## src/rtl/ex_branch_stage_if.sv

```systemverilog
`default_nettype none
// ============================================================================
//  Module      : ex_branch_stage_if
//  Description : Bus bundle between the execute stage driver and the
//                EX->MEM branch-resolution stage. Carries the EX-side op
//                payload, the MEM-side control inputs (stall/flush), the
//                registered MEM payload, the PC redirect and the performance
//                counters.
//  Modports    : master - drives the EX payload, stall_m and flush, and
//                         observes the MEM payload, redirect and counters
//                slave  - the stage itself (ex_branch_stage)
//  Revision    : 1.0  initial release
// ============================================================================
interface ex_branch_stage_if #(
    parameter int DATA_W = 32,
    parameter int CNT_W  = 16
);
    // EX-side op payload
    logic              valid_e;
    logic [DATA_W-1:0] aluresult_e;
    logic [3:0]        flags_e;       // {v,c,n,z}
    logic              branch_e;
    logic              jump_e;
    logic [2:0]        funct3_e;
    logic [DATA_W-1:0] pctarget_e;
    logic [DATA_W-1:0] writedata_e;
    logic [4:0]        rd_e;
    logic              regwrite_e;
    logic              memwrite_e;
    logic [1:0]        resultsrc_e;

    // Pipeline control
    logic              stall_m;
    logic              flush;

    // Registered MEM-side payload
    logic              valid_m;
    logic [DATA_W-1:0] aluresult_m;
    logic [DATA_W-1:0] writedata_m;
    logic [4:0]        rd_m;
    logic              regwrite_m;
    logic              memwrite_m;
    logic [1:0]        resultsrc_m;

    // PC redirect
    logic              redirect_m;
    logic [DATA_W-1:0] pctarget_m;

    // Performance counters
    logic [CNT_W-1:0]  br_count;
    logic [CNT_W-1:0]  taken_count;

    modport master (
        output valid_e, aluresult_e, flags_e, branch_e, jump_e, funct3_e,
               pctarget_e, writedata_e, rd_e, regwrite_e, memwrite_e,
               resultsrc_e, stall_m, flush,
        input  valid_m, aluresult_m, writedata_m, rd_m, regwrite_m,
               memwrite_m, resultsrc_m, redirect_m, pctarget_m,
               br_count, taken_count
    );

    modport slave (
        input  valid_e, aluresult_e, flags_e, branch_e, jump_e, funct3_e,
               pctarget_e, writedata_e, rd_e, regwrite_e, memwrite_e,
               resultsrc_e, stall_m, flush,
        output valid_m, aluresult_m, writedata_m, rd_m, regwrite_m,
               memwrite_m, resultsrc_m, redirect_m, pctarget_m,
               br_count, taken_count
    );
endinterface
`default_nettype wire

```

## src/rtl/ex_branch_stage.sv

```systemverilog
`default_nettype none
// ============================================================================
//  Module      : ex_branch_stage
//  Description : Execute-to-memory boundary stage. Resolves conditional
//                branches from the ALU {v,c,n,z} flags and unconditional
//                jumps, registers the EX->MEM payload, issues a registered
//                one-cycle PC redirect and squashes the single wrong-path op
//                that follows a taken branch/jump. Keeps saturating
//                resolved-branch and taken-branch performance counters.
//  Ports       : clk    - rising-edge clock
//                reset  - synchronous, active-high
//                bus    - ex_branch_stage_if.slave (EX payload in, stall_m,
//                         flush in, MEM payload / redirect / counters out)
//  Parameters  : DATA_W - result, write data and PC width
//                CNT_W  - performance counter width
//  Revision    : 1.0  initial release
// ============================================================================
module ex_branch_stage #(
    parameter int DATA_W = 32,
    parameter int CNT_W  = 16
) (
    input  wire logic             clk,
    input  wire logic             reset,
    ex_branch_stage_if.slave      bus
);

    localparam logic [CNT_W-1:0] c_CNT_ONE = {{(CNT_W-1){1'b0}}, 1'b1};

    // Branch funct3 encodings
    localparam logic [2:0] c_F3_BEQ  = 3'b000;
    localparam logic [2:0] c_F3_BNE  = 3'b001;
    localparam logic [2:0] c_F3_BLT  = 3'b100;
    localparam logic [2:0] c_F3_BGE  = 3'b101;
    localparam logic [2:0] c_F3_BLTU = 3'b110;
    localparam logic [2:0] c_F3_BGEU = 3'b111;

    typedef enum logic [0:0] {
        ST_IDLE   = 1'b0,
        ST_SQUASH = 1'b1
    } state_t;

    state_t             r_state;

    logic               r_valid_m;
    logic [DATA_W-1:0]  r_aluresult_m;
    logic [DATA_W-1:0]  r_writedata_m;
    logic [4:0]         r_rd_m;
    logic               r_regwrite_m;
    logic               r_memwrite_m;
    logic [1:0]         r_resultsrc_m;
    logic               r_redirect_m;
    logic [DATA_W-1:0]  r_pctarget_m;
    logic [CNT_W-1:0]   r_br_count;
    logic [CNT_W-1:0]   r_taken_count;

    logic               w_flag_v;
    logic               w_flag_c;
    logic               w_flag_n;
    logic               w_flag_z;
    logic               w_cond;
    logic               w_act;
    logic               w_resolve;
    logic               w_taken;
    logic               w_br_sat;
    logic               w_taken_sat;

    assign w_flag_v = bus.flags_e[3];
    assign w_flag_c = bus.flags_e[2];
    assign w_flag_n = bus.flags_e[1];
    assign w_flag_z = bus.flags_e[0];

    // Branch condition from the subtract flags of rs1 - rs2.
    // Signed less-than is n^v; unsigned less-than is a missing carry (~c).
    always_comb begin
        w_cond = 1'b0;
        case (bus.funct3_e)
            c_F3_BEQ:  w_cond =  w_flag_z;
            c_F3_BNE:  w_cond = ~w_flag_z;
            c_F3_BLT:  w_cond =  (w_flag_n ^ w_flag_v);
            c_F3_BGE:  w_cond = ~(w_flag_n ^ w_flag_v);
            c_F3_BLTU: w_cond = ~w_flag_c;
            c_F3_BGEU: w_cond =  w_flag_c;
            default:   w_cond = 1'b0;
        endcase
    end

    // An op only acts when it actually advances this cycle and is not the
    // wrong-path op sitting behind a taken branch.
    assign w_act       = bus.valid_e & ~bus.stall_m & ~bus.flush &
                         (r_state == ST_IDLE);
    assign w_resolve   = w_act & (bus.branch_e | bus.jump_e);
    assign w_taken     = w_act & (bus.jump_e | (bus.branch_e & w_cond));
    assign w_br_sat    = &r_br_count;
    assign w_taken_sat = &r_taken_count;

    always_ff @(posedge clk) begin
        if (reset) begin
            r_state       <= ST_IDLE;
            r_valid_m     <= 1'b0;
            r_aluresult_m <= '0;
            r_writedata_m <= '0;
            r_rd_m        <= '0;
            r_regwrite_m  <= 1'b0;
            r_memwrite_m  <= 1'b0;
            r_resultsrc_m <= '0;
            r_redirect_m  <= 1'b0;
            r_pctarget_m  <= '0;
            r_br_count    <= '0;
            r_taken_count <= '0;
        end else if (bus.flush) begin
            // Kill the MEM op and any pending redirect; payload data bits
            // are left as-is since they are meaningless without valid_m.
            r_state      <= ST_IDLE;
            r_valid_m    <= 1'b0;
            r_regwrite_m <= 1'b0;
            r_memwrite_m <= 1'b0;
            r_redirect_m <= 1'b0;
        end else if (bus.stall_m) begin
            // Everything holds except the redirect, which must not repeat.
            r_redirect_m <= 1'b0;
        end else begin
            r_valid_m     <= w_act;
            r_aluresult_m <= bus.aluresult_e;
            r_writedata_m <= bus.writedata_e;
            r_rd_m        <= bus.rd_e;
            r_regwrite_m  <= bus.regwrite_e & w_act;
            r_memwrite_m  <= bus.memwrite_e & w_act;
            r_resultsrc_m <= bus.resultsrc_e;
            r_redirect_m  <= w_taken;

            if (w_taken) begin
                r_pctarget_m <= bus.pctarget_e;
            end

            if (w_resolve && !w_br_sat) begin
                r_br_count <= r_br_count + c_CNT_ONE;
            end
            if (w_taken && !w_taken_sat) begin
                r_taken_count <= r_taken_count + c_CNT_ONE;
            end

            // SQUASH lasts exactly one advancing cycle: the op presented
            // in that cycle is the wrong-path op and was dropped above.
            case (r_state)
                ST_IDLE:   r_state <= w_taken ? ST_SQUASH : ST_IDLE;
                ST_SQUASH: r_state <= ST_IDLE;
                default:   r_state <= ST_IDLE;
            endcase
        end
    end

    assign bus.valid_m     = r_valid_m;
    assign bus.aluresult_m = r_aluresult_m;
    assign bus.writedata_m = r_writedata_m;
    assign bus.rd_m        = r_rd_m;
    assign bus.regwrite_m  = r_regwrite_m;
    assign bus.memwrite_m  = r_memwrite_m;
    assign bus.resultsrc_m = r_resultsrc_m;
    assign bus.redirect_m  = r_redirect_m;
    assign bus.pctarget_m  = r_pctarget_m;
    assign bus.br_count    = r_br_count;
    assign bus.taken_count = r_taken_count;

endmodule
`default_nettype wire

```

## src/flat_wrapper.sv

```systemverilog
// flat-port wrapper written by rule: the top's interface ports become plain ports
module ex_branch_stage_flat 
#(
    parameter int DATA_W = 32,
    parameter int CNT_W  = 16
)
  (clk, reset, bus_valid_e, bus_aluresult_e, bus_flags_e, bus_branch_e, bus_jump_e, bus_funct3_e, bus_pctarget_e, bus_writedata_e, bus_rd_e, bus_regwrite_e, bus_memwrite_e, bus_resultsrc_e, bus_stall_m, bus_flush, bus_valid_m, bus_aluresult_m, bus_writedata_m, bus_rd_m, bus_regwrite_m, bus_memwrite_m, bus_resultsrc_m, bus_redirect_m, bus_pctarget_m, bus_br_count, bus_taken_count);
  ex_branch_stage_if #(.DATA_W(DATA_W), .CNT_W(CNT_W)) bus_i ();
  input  wire logic clk;
  input  wire logic reset;
  input wire logic [$bits(bus_i.valid_e)-1:0] bus_valid_e;
  input wire logic [$bits(bus_i.aluresult_e)-1:0] bus_aluresult_e;
  input wire logic [$bits(bus_i.flags_e)-1:0] bus_flags_e;
  input wire logic [$bits(bus_i.branch_e)-1:0] bus_branch_e;
  input wire logic [$bits(bus_i.jump_e)-1:0] bus_jump_e;
  input wire logic [$bits(bus_i.funct3_e)-1:0] bus_funct3_e;
  input wire logic [$bits(bus_i.pctarget_e)-1:0] bus_pctarget_e;
  input wire logic [$bits(bus_i.writedata_e)-1:0] bus_writedata_e;
  input wire logic [$bits(bus_i.rd_e)-1:0] bus_rd_e;
  input wire logic [$bits(bus_i.regwrite_e)-1:0] bus_regwrite_e;
  input wire logic [$bits(bus_i.memwrite_e)-1:0] bus_memwrite_e;
  input wire logic [$bits(bus_i.resultsrc_e)-1:0] bus_resultsrc_e;
  input wire logic [$bits(bus_i.stall_m)-1:0] bus_stall_m;
  input wire logic [$bits(bus_i.flush)-1:0] bus_flush;
  output wire logic [$bits(bus_i.valid_m)-1:0] bus_valid_m;
  output wire logic [$bits(bus_i.aluresult_m)-1:0] bus_aluresult_m;
  output wire logic [$bits(bus_i.writedata_m)-1:0] bus_writedata_m;
  output wire logic [$bits(bus_i.rd_m)-1:0] bus_rd_m;
  output wire logic [$bits(bus_i.regwrite_m)-1:0] bus_regwrite_m;
  output wire logic [$bits(bus_i.memwrite_m)-1:0] bus_memwrite_m;
  output wire logic [$bits(bus_i.resultsrc_m)-1:0] bus_resultsrc_m;
  output wire logic [$bits(bus_i.redirect_m)-1:0] bus_redirect_m;
  output wire logic [$bits(bus_i.pctarget_m)-1:0] bus_pctarget_m;
  output wire logic [$bits(bus_i.br_count)-1:0] bus_br_count;
  output wire logic [$bits(bus_i.taken_count)-1:0] bus_taken_count;
  assign bus_i.valid_e = bus_valid_e;
  assign bus_i.aluresult_e = bus_aluresult_e;
  assign bus_i.flags_e = bus_flags_e;
  assign bus_i.branch_e = bus_branch_e;
  assign bus_i.jump_e = bus_jump_e;
  assign bus_i.funct3_e = bus_funct3_e;
  assign bus_i.pctarget_e = bus_pctarget_e;
  assign bus_i.writedata_e = bus_writedata_e;
  assign bus_i.rd_e = bus_rd_e;
  assign bus_i.regwrite_e = bus_regwrite_e;
  assign bus_i.memwrite_e = bus_memwrite_e;
  assign bus_i.resultsrc_e = bus_resultsrc_e;
  assign bus_i.stall_m = bus_stall_m;
  assign bus_i.flush = bus_flush;
  assign bus_valid_m = bus_i.valid_m;
  assign bus_aluresult_m = bus_i.aluresult_m;
  assign bus_writedata_m = bus_i.writedata_m;
  assign bus_rd_m = bus_i.rd_m;
  assign bus_regwrite_m = bus_i.regwrite_m;
  assign bus_memwrite_m = bus_i.memwrite_m;
  assign bus_resultsrc_m = bus_i.resultsrc_m;
  assign bus_redirect_m = bus_i.redirect_m;
  assign bus_pctarget_m = bus_i.pctarget_m;
  assign bus_br_count = bus_i.br_count;
  assign bus_taken_count = bus_i.taken_count;
  ex_branch_stage #(.DATA_W(DATA_W), .CNT_W(CNT_W)) u_core (.clk(clk), .reset(reset), .bus(bus_i));
endmodule
```

## config.mk

```make
export PLATFORM = sky130hd
export DESIGN_NAME = ex_branch_stage_flat
export DESIGN_NICKNAME = d
export VERILOG_FILES = /design/src/rtl/ex_branch_stage_if.sv /design/src/rtl/ex_branch_stage.sv /design/src/flat_wrapper.sv
export SDC_FILE = /design/constraint.sdc
export NUM_CORES = 1
export LEC_CHECK = 0
export CAP_MARGIN = 10
export CORE_MARGIN = 2
export CORE_UTILIZATION = 41
export CTS_CLUSTER_DIAMETER = 80
export DETAILED_ROUTE_END_ITERATION = 10
export GPL_ROUTABILITY_DRIVEN = 0
export HOLD_SLACK_MARGIN = 0.06
export PLACE_DENSITY = 0.8
export SETUP_SLACK_MARGIN = 0.02
export SLEW_MARGIN = 30
export SYNTH_ARGS = -nofsm -noshare
export SYNTH_HDL_FRONTEND = slang
export SYNTH_SLANG_ARGS = --single-unit
```

## constraint.sdc

```tcl
create_clock -name clk -period 2.75 [get_ports clk]
set_input_delay 0.6875 -clock clk [delete_from_list [all_inputs] [get_ports clk]]
set_output_delay 0.6875 -clock clk [all_outputs]
set_load 0.05 [all_outputs]
```

======== Word level (Yosys, flattened, before mapping) ========
Index checks and enable logic that the tools add are counted.
word-level totals
  output and inout port bits .............. 139
  input bits .............................. 119
  bits in registers ....................... 140
  logic and storage cells ................. 52
cells by class
  reduce and logical (&&, ||, !) cells .... 13
  equal/unequal tests ..................... 5
  bitwise gates (word level) .............. 17
  mux-type cells .......................... 3
  add/subtract/negate cells ............... 2
operators with widths
  kind                   number
  $add 16x1->16 const B  2
  $reduce_and 16->1      2
  $eq 3x3->1 const B     4
  $reduce_and 3->1       3
  $and 1x1->1            8
  $not 1->1              6
  $pmux 1 s6             1
  $eq 3x1->1 const B     1
  $logic_not 3->1        1
  $reduce_or 3->1        1
  $logic_and 1x1->1      2
  $logic_not 1->1        2
  $or 1x1->1             2
  $pmux 1 s2             1
  $reduce_and 2->1       1
  $reduce_or 2->1        1
  $mux 1                 1
  $xor 1x1->1            1

======== Depth between registers and ports, before layout ========
  depth in word-level cells ............... 8
  depth in mapped cells ................... 8
  gate-level depth less buffers ........... 6

======== Least setup slack after synthesis ========
OpenSTA, ideal clock, no wires.
  kind .................................... input port to flip-flop
  start ................................... input bus_stall_m
  end ..................................... register u_core.r_br_count[8], in the netlist u_core.bus.br_count[8]
  required time ........................... 2.629 ns
  arrival time ............................ 2.216 ns
  cell stages on the path ................. 6
  path slack .............................. 0.414 ns
  buffers on the path ..................... 1
  setup time .............................. 0.121 ns
  cells stage by stage .................... buf_6 nor4b_4 o21ai_0 a21oi_2 nor3b_1 mux2_2
on the way
  cells in the longest elaborated chain, start to end .. 7
ends and longest elaborated chain
  what                          RTL line                text
  from (decl)                   flat_wrapper.sv:23      input wire logic [$bits(bus_i.stall_m)-1:0] bus_stall_m;
  $not 1->1 (no line) *         -
  $and 1x1->1 (3 in a row)      ex_branch_stage.sv:89   assign w_act = bus.valid_e & ~bus.stall_m & ~bus.flush &
  $and 1x1->1                   ex_branch_stage.sv:91   assign w_resolve = w_act & (bus.branch_e | bus.jump_e);
  $logic_and 1x1->1             ex_branch_stage.sv:135  if (w_resolve && !w_br_sat) begin
  $reduce_and 3->1 (no line) *  -
  to (signal assigned)          ex_branch_stage.sv:136  r_br_count <= r_br_count + c_CNT_ONE;
  to (decl)                     ex_branch_stage.sv:53   logic [CNT_W-1:0] r_br_count;
Every way passes the cells marked *; elsewhere a longest branch is shown, timed or not.
A chain may end at the register's enable or synchronous reset.

======== Final worst setup path ========
  start ................................... input bus_funct3_e[0]
  end ..................................... register u_core.r_taken_count[7], in the netlist u_core.bus.taken_count[7]
on the way
  cells in the longest elaborated chain, start to end .. 7
  elaborated cells on any way between the ends .. 12
  those cells by class .................... eq/ne: 5; mux: 1; bitwise: 3; reduce/logical: 3
ends and longest elaborated chain
  what                                RTL line                text
  from (decl)                         flat_wrapper.sv:16      input wire logic [$bits(bus_i.funct3_e)-1:0] bus_funct3_e;
  $eq 3x3->1 (tied with other cells)  ex_branch_stage.sv:76   case (bus.funct3_e)
  $pmux 1 s6 *                        ex_branch_stage.sv:76
  $and 1x1->1 *                       ex_branch_stage.sv:92   assign w_taken = w_act & (bus.jump_e | (bus.branch_e & w_cond));
  $or 1x1->1 *                        ex_branch_stage.sv:92
  $and 1x1->1 *                       ex_branch_stage.sv:92
  $logic_and 1x1->1 *                 ex_branch_stage.sv:138  if (w_taken && !w_taken_sat) begin
  $reduce_and 3->1 (no line) *        -
  to (signal assigned)                ex_branch_stage.sv:139  r_taken_count <= r_taken_count + c_CNT_ONE;
  to (decl)                           ex_branch_stage.sv:54   logic [CNT_W-1:0] r_taken_count;
Marks and branches as above.

==> impl_metrics.env <==
export IMPL_instances_no_fill=1088
export IMPL_drive_above_1_share_pct=8.224
export IMPL_total_power_w=0.005196
export IMPL_netlist_cell_type_count=48
export IMPL_achievable_frequency_mhz=404.4
export IMPL_multiInputGateArea_sq_mm=0.002470
export IMPL_insertedDiodeCount=0
export IMPL_grt_first_pass_wirelength_mm=25.44
export IMPL_num_vias=5363
export IMPL_totalWireLength_mm=15.66
export IMPL_grt_antenna_before_repair=0
export IMPL_post_cts_sizing=0
export IMPL_core_sq_mm=0.01309
export IMPL_maxCapViolCount=0
export IMPL_crit_path_start_kind="primary input"
export IMPL_yosysTopAreaCell="sky130_fd_sc_hd__dfxtp_1"
export IMPL_detail_placement_hpwl_mm=11.44
export IMPL_maximum_number_of_pins_on_one_net_before_global_route_repair=46
export IMPL_worstHoldPathType="reg2reg"
export IMPL_timing_final_crit_share_pct=89.92
export IMPL_tritoncts="done"
export IMPL_worst_case_clock_skew_ps=7.552
export IMPL_floorplan_rows=42
export IMPL_design_area_sq_mm=0.008969
export IMPL_cp_startpoint="bus_funct3_e[0]"
export IMPL_setup_violations=0
export IMPL_post_cts_setup_buffers=0
export IMPL_share_seq_of_total_power_pct=40.9
export IMPL_outcome="finished, final reports clean"
export IMPL_worstHoldStart="u_core.bus.aluresult_m[10]$_SDFFE_PP0P_"
export IMPL_worstPathCellList="clkdlybuf4s50_1 -> xor3_1 -> o41ai_1 -> buf_4 -> a31o_4 -> nor4b_1 -> mux2_2"
export IMPL_layout_min_cycle_time_ps=2473
export IMPL_ir_worst_vdd_mv=0.4739
export IMPL_crit_path_dat_ps=2770
export IMPL_synth_cells=632
export IMPL_seq_area_sq_mm=0.002803
export IMPL_required_ps=3050
export IMPL_minimum_setup_slack_in_the_final_design_ps=277.1
export IMPL_power_per_cell_area_mw_per_mm2=579.4
export IMPL_report_final_slew_viol_count=0
export IMPL_report_final_hold_viol_count=0
export IMPL_placement_setup_worst_slack_ps=-139.3
export IMPL_initial_core_util_pct=41.54
export IMPL_grt_total_usage_pct=22.29
export IMPL_switching_share_of_power_pct=25.00
export IMPL_power_leakage_nw=3.162
export IMPL_dieHeight_um=119.1
export IMPL_drc_errors=0
export IMPL_synth_yosys_warnings=0
export IMPL_fill_cell_instance_count_of_the_final_layout=1054
export IMPL_dominantRegCellSynth="sky130_fd_sc_hd__dfxtp_1"
export IMPL_drt_antenna_violating_nets=0
export IMPL_synth_edff_count=0
export IMPL_synth_top_area_share_pct=51.57
export IMPL_cts_max_level=4
export IMPL_via_count_of_the_first_global_routing_pass=5305
export IMPL_synth_top_cells_by_area="sky130_fd_sc_hd__dfxtp_1 (52%), sky130_fd_sc_hd__nand2_1 (10%), sky130_fd_sc_hd__a21oi_1 (8.2%), sky130_fd_sc_hd__mux2i_1 (6.4%), sky130_fd_sc_hd__nor2_1 (3.9%)"
export IMPL_worst_path_largest_cell_delay_ps=440
export IMPL_cts_inserted_buffers=17
export IMPL_hold_ws_ps=450.8
export IMPL_power_share_clock_pct=44.7
export IMPL_worst_setup_path_type="in2reg"
export IMPL_cp_max_fo=14
export IMPL_rsz0062_at_grt="false"
export IMPL_cts_hold_repair_buffers=0
export IMPL_routed_wire_length_per_instance_um=14.39
export IMPL_synthesis_area_sq_mm=0.005435
export IMPL_portBuffers=257
export IMPL_detail_route_vias_per_cell=4.929
export IMPL_timing_critical_path_slowest_stage_cell="sky130_fd_sc_hd__xor3_1"
export IMPL_cts_max_path_buffers=2
export IMPL_worst_slew_pin_transition_ps=602.7
export IMPL_synth_fp_nets=753
export IMPL_ctsRootBufferMaster="sky130_fd_sc_hd__clkbuf_16"
export IMPL_clock_sink_count=140
export IMPL_internal_power_w=0.003897
export IMPL_area_growth_synth_to_final_pct=65.01
export IMPL_clkSlewWorstSetupHoldPaths_ps=60
export IMPL_num_nets_final=1020
export IMPL_total_switching_power_w=0.001299
export IMPL_combPwrFrac_pct=14.4
export IMPL_critical_path_reg2reg_startpoint="u_core.r_state$_SDFFE_PP0N_"
export IMPL_relSlewSlack_pct=59.69
export IMPL_drt_iter0_drc=214
export IMPL_async_reset_ff_share_pct=0
export IMPL_die_area_sq_mm=0.01419
export IMPL_dp_cells=1056
export IMPL_ys_ff_latch=140
export IMPL_first_pass_iters=4
export IMPL_global_route_overflow_total=0
export IMPL_synth_sequential_area_ratio_pct=51.57
export IMPL_io_pins=258
export IMPL_clk_insertion_delay_late_ps=410
export IMPL_dpl_cell_area_sq_mm=0.008366
export IMPL_setup_worst_path_end_class="flop"
export IMPL_die_w_um=119.1
export IMPL_syn_area_per_cell_sq_um=8.600
==> layer usage <==
metal | vias to the layer above | GRT usage [%] | part of all wire (%) | wire length [um]
li1 | 2688 | - | - | -
met3 | 28 | 7.232 | 8.6 | 1342
met2 | 192 | 37.72 | 48 | 7481
met4 | 0 | 9.375 | 2.3 | 356
met5 | - | 0 | 0 | 0
met1 | 2455 | 25.89 | 41 | 6476
==> state kept, by name (all words and copies together) (netlist names) <==
register,count
u_core.bus.resultsrc_m,2
u_core.bus.rd_m,5
u_core.bus.writedata_m,32
u_core.bus.pctarget_m,32
u_core.bus.taken_count,16
u_core.bus.br_count,16
u_core.bus.redirect_m,1
u_core.bus.regwrite_m,1
u_core.bus.valid_m,1
u_core.r_state,1
u_core.bus.memwrite_m,1
u_core.bus.aluresult_m,32
==> worst paths after layout <==
| check | slack, ps | endpoint | depth (start not counted) |
|---|---|---|---|
| max reg2reg | 700 | u_core.bus.taken_count[7]$_SDFFE_PP0P_ | 6 |
| min reg2reg | 450 | u_core.bus.aluresult_m[10]$_SDFFE_PP0P_ | 2 |
| min | 450 | u_core.bus.aluresult_m[10]$_SDFFE_PP0P_ | 2 |
| max | 280 | u_core.bus.taken_count[7]$_SDFFE_PP0P_ | 7 |
==> area by class of cell <==
type / instances / area share, %
tap: 176 / 2.455
clock buffer: 21 / 5.134
multi-input combinational: 449 / 27.54
clock inverter: 11 / 1.590
inverter: 4 / 0.1674
timing repair buffer: 287 / 31.86
sequential: 140 / 31.25
==> logic make-up after synthesis <==
family	share of synthesized area [%]
and+or+nand+nor	22.40
muxes	7.274
DFF	51.57
xor gates and xnor gates	1.727
adders and majority gates	0.4603
AOI/OAI and AO/OA	13.17
buffers and inverters	3.407
==> critical path, delay by kind of cell <==
kind / cells / cell delay (ps)
compound gates: 2 / 350
xor+xnor: 1 / 440
buf+inv: 2 / 600
mux: 1 / 370
simple gates: 1 / 340
==> power groups by stage <==
stage	logic (W)	registers (W)	clock network, W
6_report	0.000747	0.00212	0.00232
5_1_grt	0.000792	0.00213	0.00248
4_1_cts	0.000752	0.00212	0.00237
3_5_place_dp	0.000748	0.00217	0
3_3_place_gp	0.000744	0.00217	0
2_1_floorplan	0.000168	0.00239	0
==> per-stage QoR <==
step | TNS [ps] | util, %
floorplan | 0 | -
finish | 0 | 68.54
global route | 0 | 68.54
global placement | -214.2 | 63.93
detailed placement | -453.6 | 63.93
CTS | 0 | 68.54
==> cell usage after synthesis (all sizes together), types with 2 or more instances <==
cell type	count
nand2	150
dfxtp	140
a21oi	90
nor2	56
mux2i	35
clkbuf	30
o21ai	16
or3	10
buf	9
nand3	9
xnor2	8
nor3	7
and4	6
nand4	6
inv	4
mux2	4
nand2b	4
nor2b	4
nor4	4
a31o	3
a31oi	3
and3	3
nor4b	3
o31ai	3
or4	3
a211oi	2
a22oi	2
and2	2
ha	2
o2111ai	2
o41ai	2
==> cell usage in the layout (no fill, tap or decap), types with 3 or more instances in the layout <==
cell                              count
sky130_fd_sc_hd__mux2i_1             35
sky130_fd_sc_hd__inv_1                4
sky130_fd_sc_hd__xnor2_1              8
sky130_fd_sc_hd__nor4_1               4
sky130_fd_sc_hd__clkdlybuf4s50_1    256
sky130_fd_sc_hd__buf_12               5
sky130_fd_sc_hd__or4_1                3
sky130_fd_sc_hd__buf_4               26
sky130_fd_sc_hd__nor2b_1              4
sky130_fd_sc_hd__nand2b_1             4
sky130_fd_sc_hd__dfxtp_1            140
sky130_fd_sc_hd__nor3_1               7
sky130_fd_sc_hd__and4_1               6
sky130_fd_sc_hd__bufinv_16            3
sky130_fd_sc_hd__nand2_1            150
sky130_fd_sc_hd__o31ai_1              3
sky130_fd_sc_hd__a21oi_1             89
sky130_fd_sc_hd__or3_1               10
sky130_fd_sc_hd__clkbuf_16           17
sky130_fd_sc_hd__clkinv_2             4
sky130_fd_sc_hd__nor2_1              55
sky130_fd_sc_hd__and3_1               3
sky130_fd_sc_hd__nand3_1              9
sky130_fd_sc_hd__nand4_1              6
sky130_fd_sc_hd__mux2_2               4
sky130_fd_sc_hd__o21ai_0             16
No activity file was read; power rests on OpenSTA's default activity.
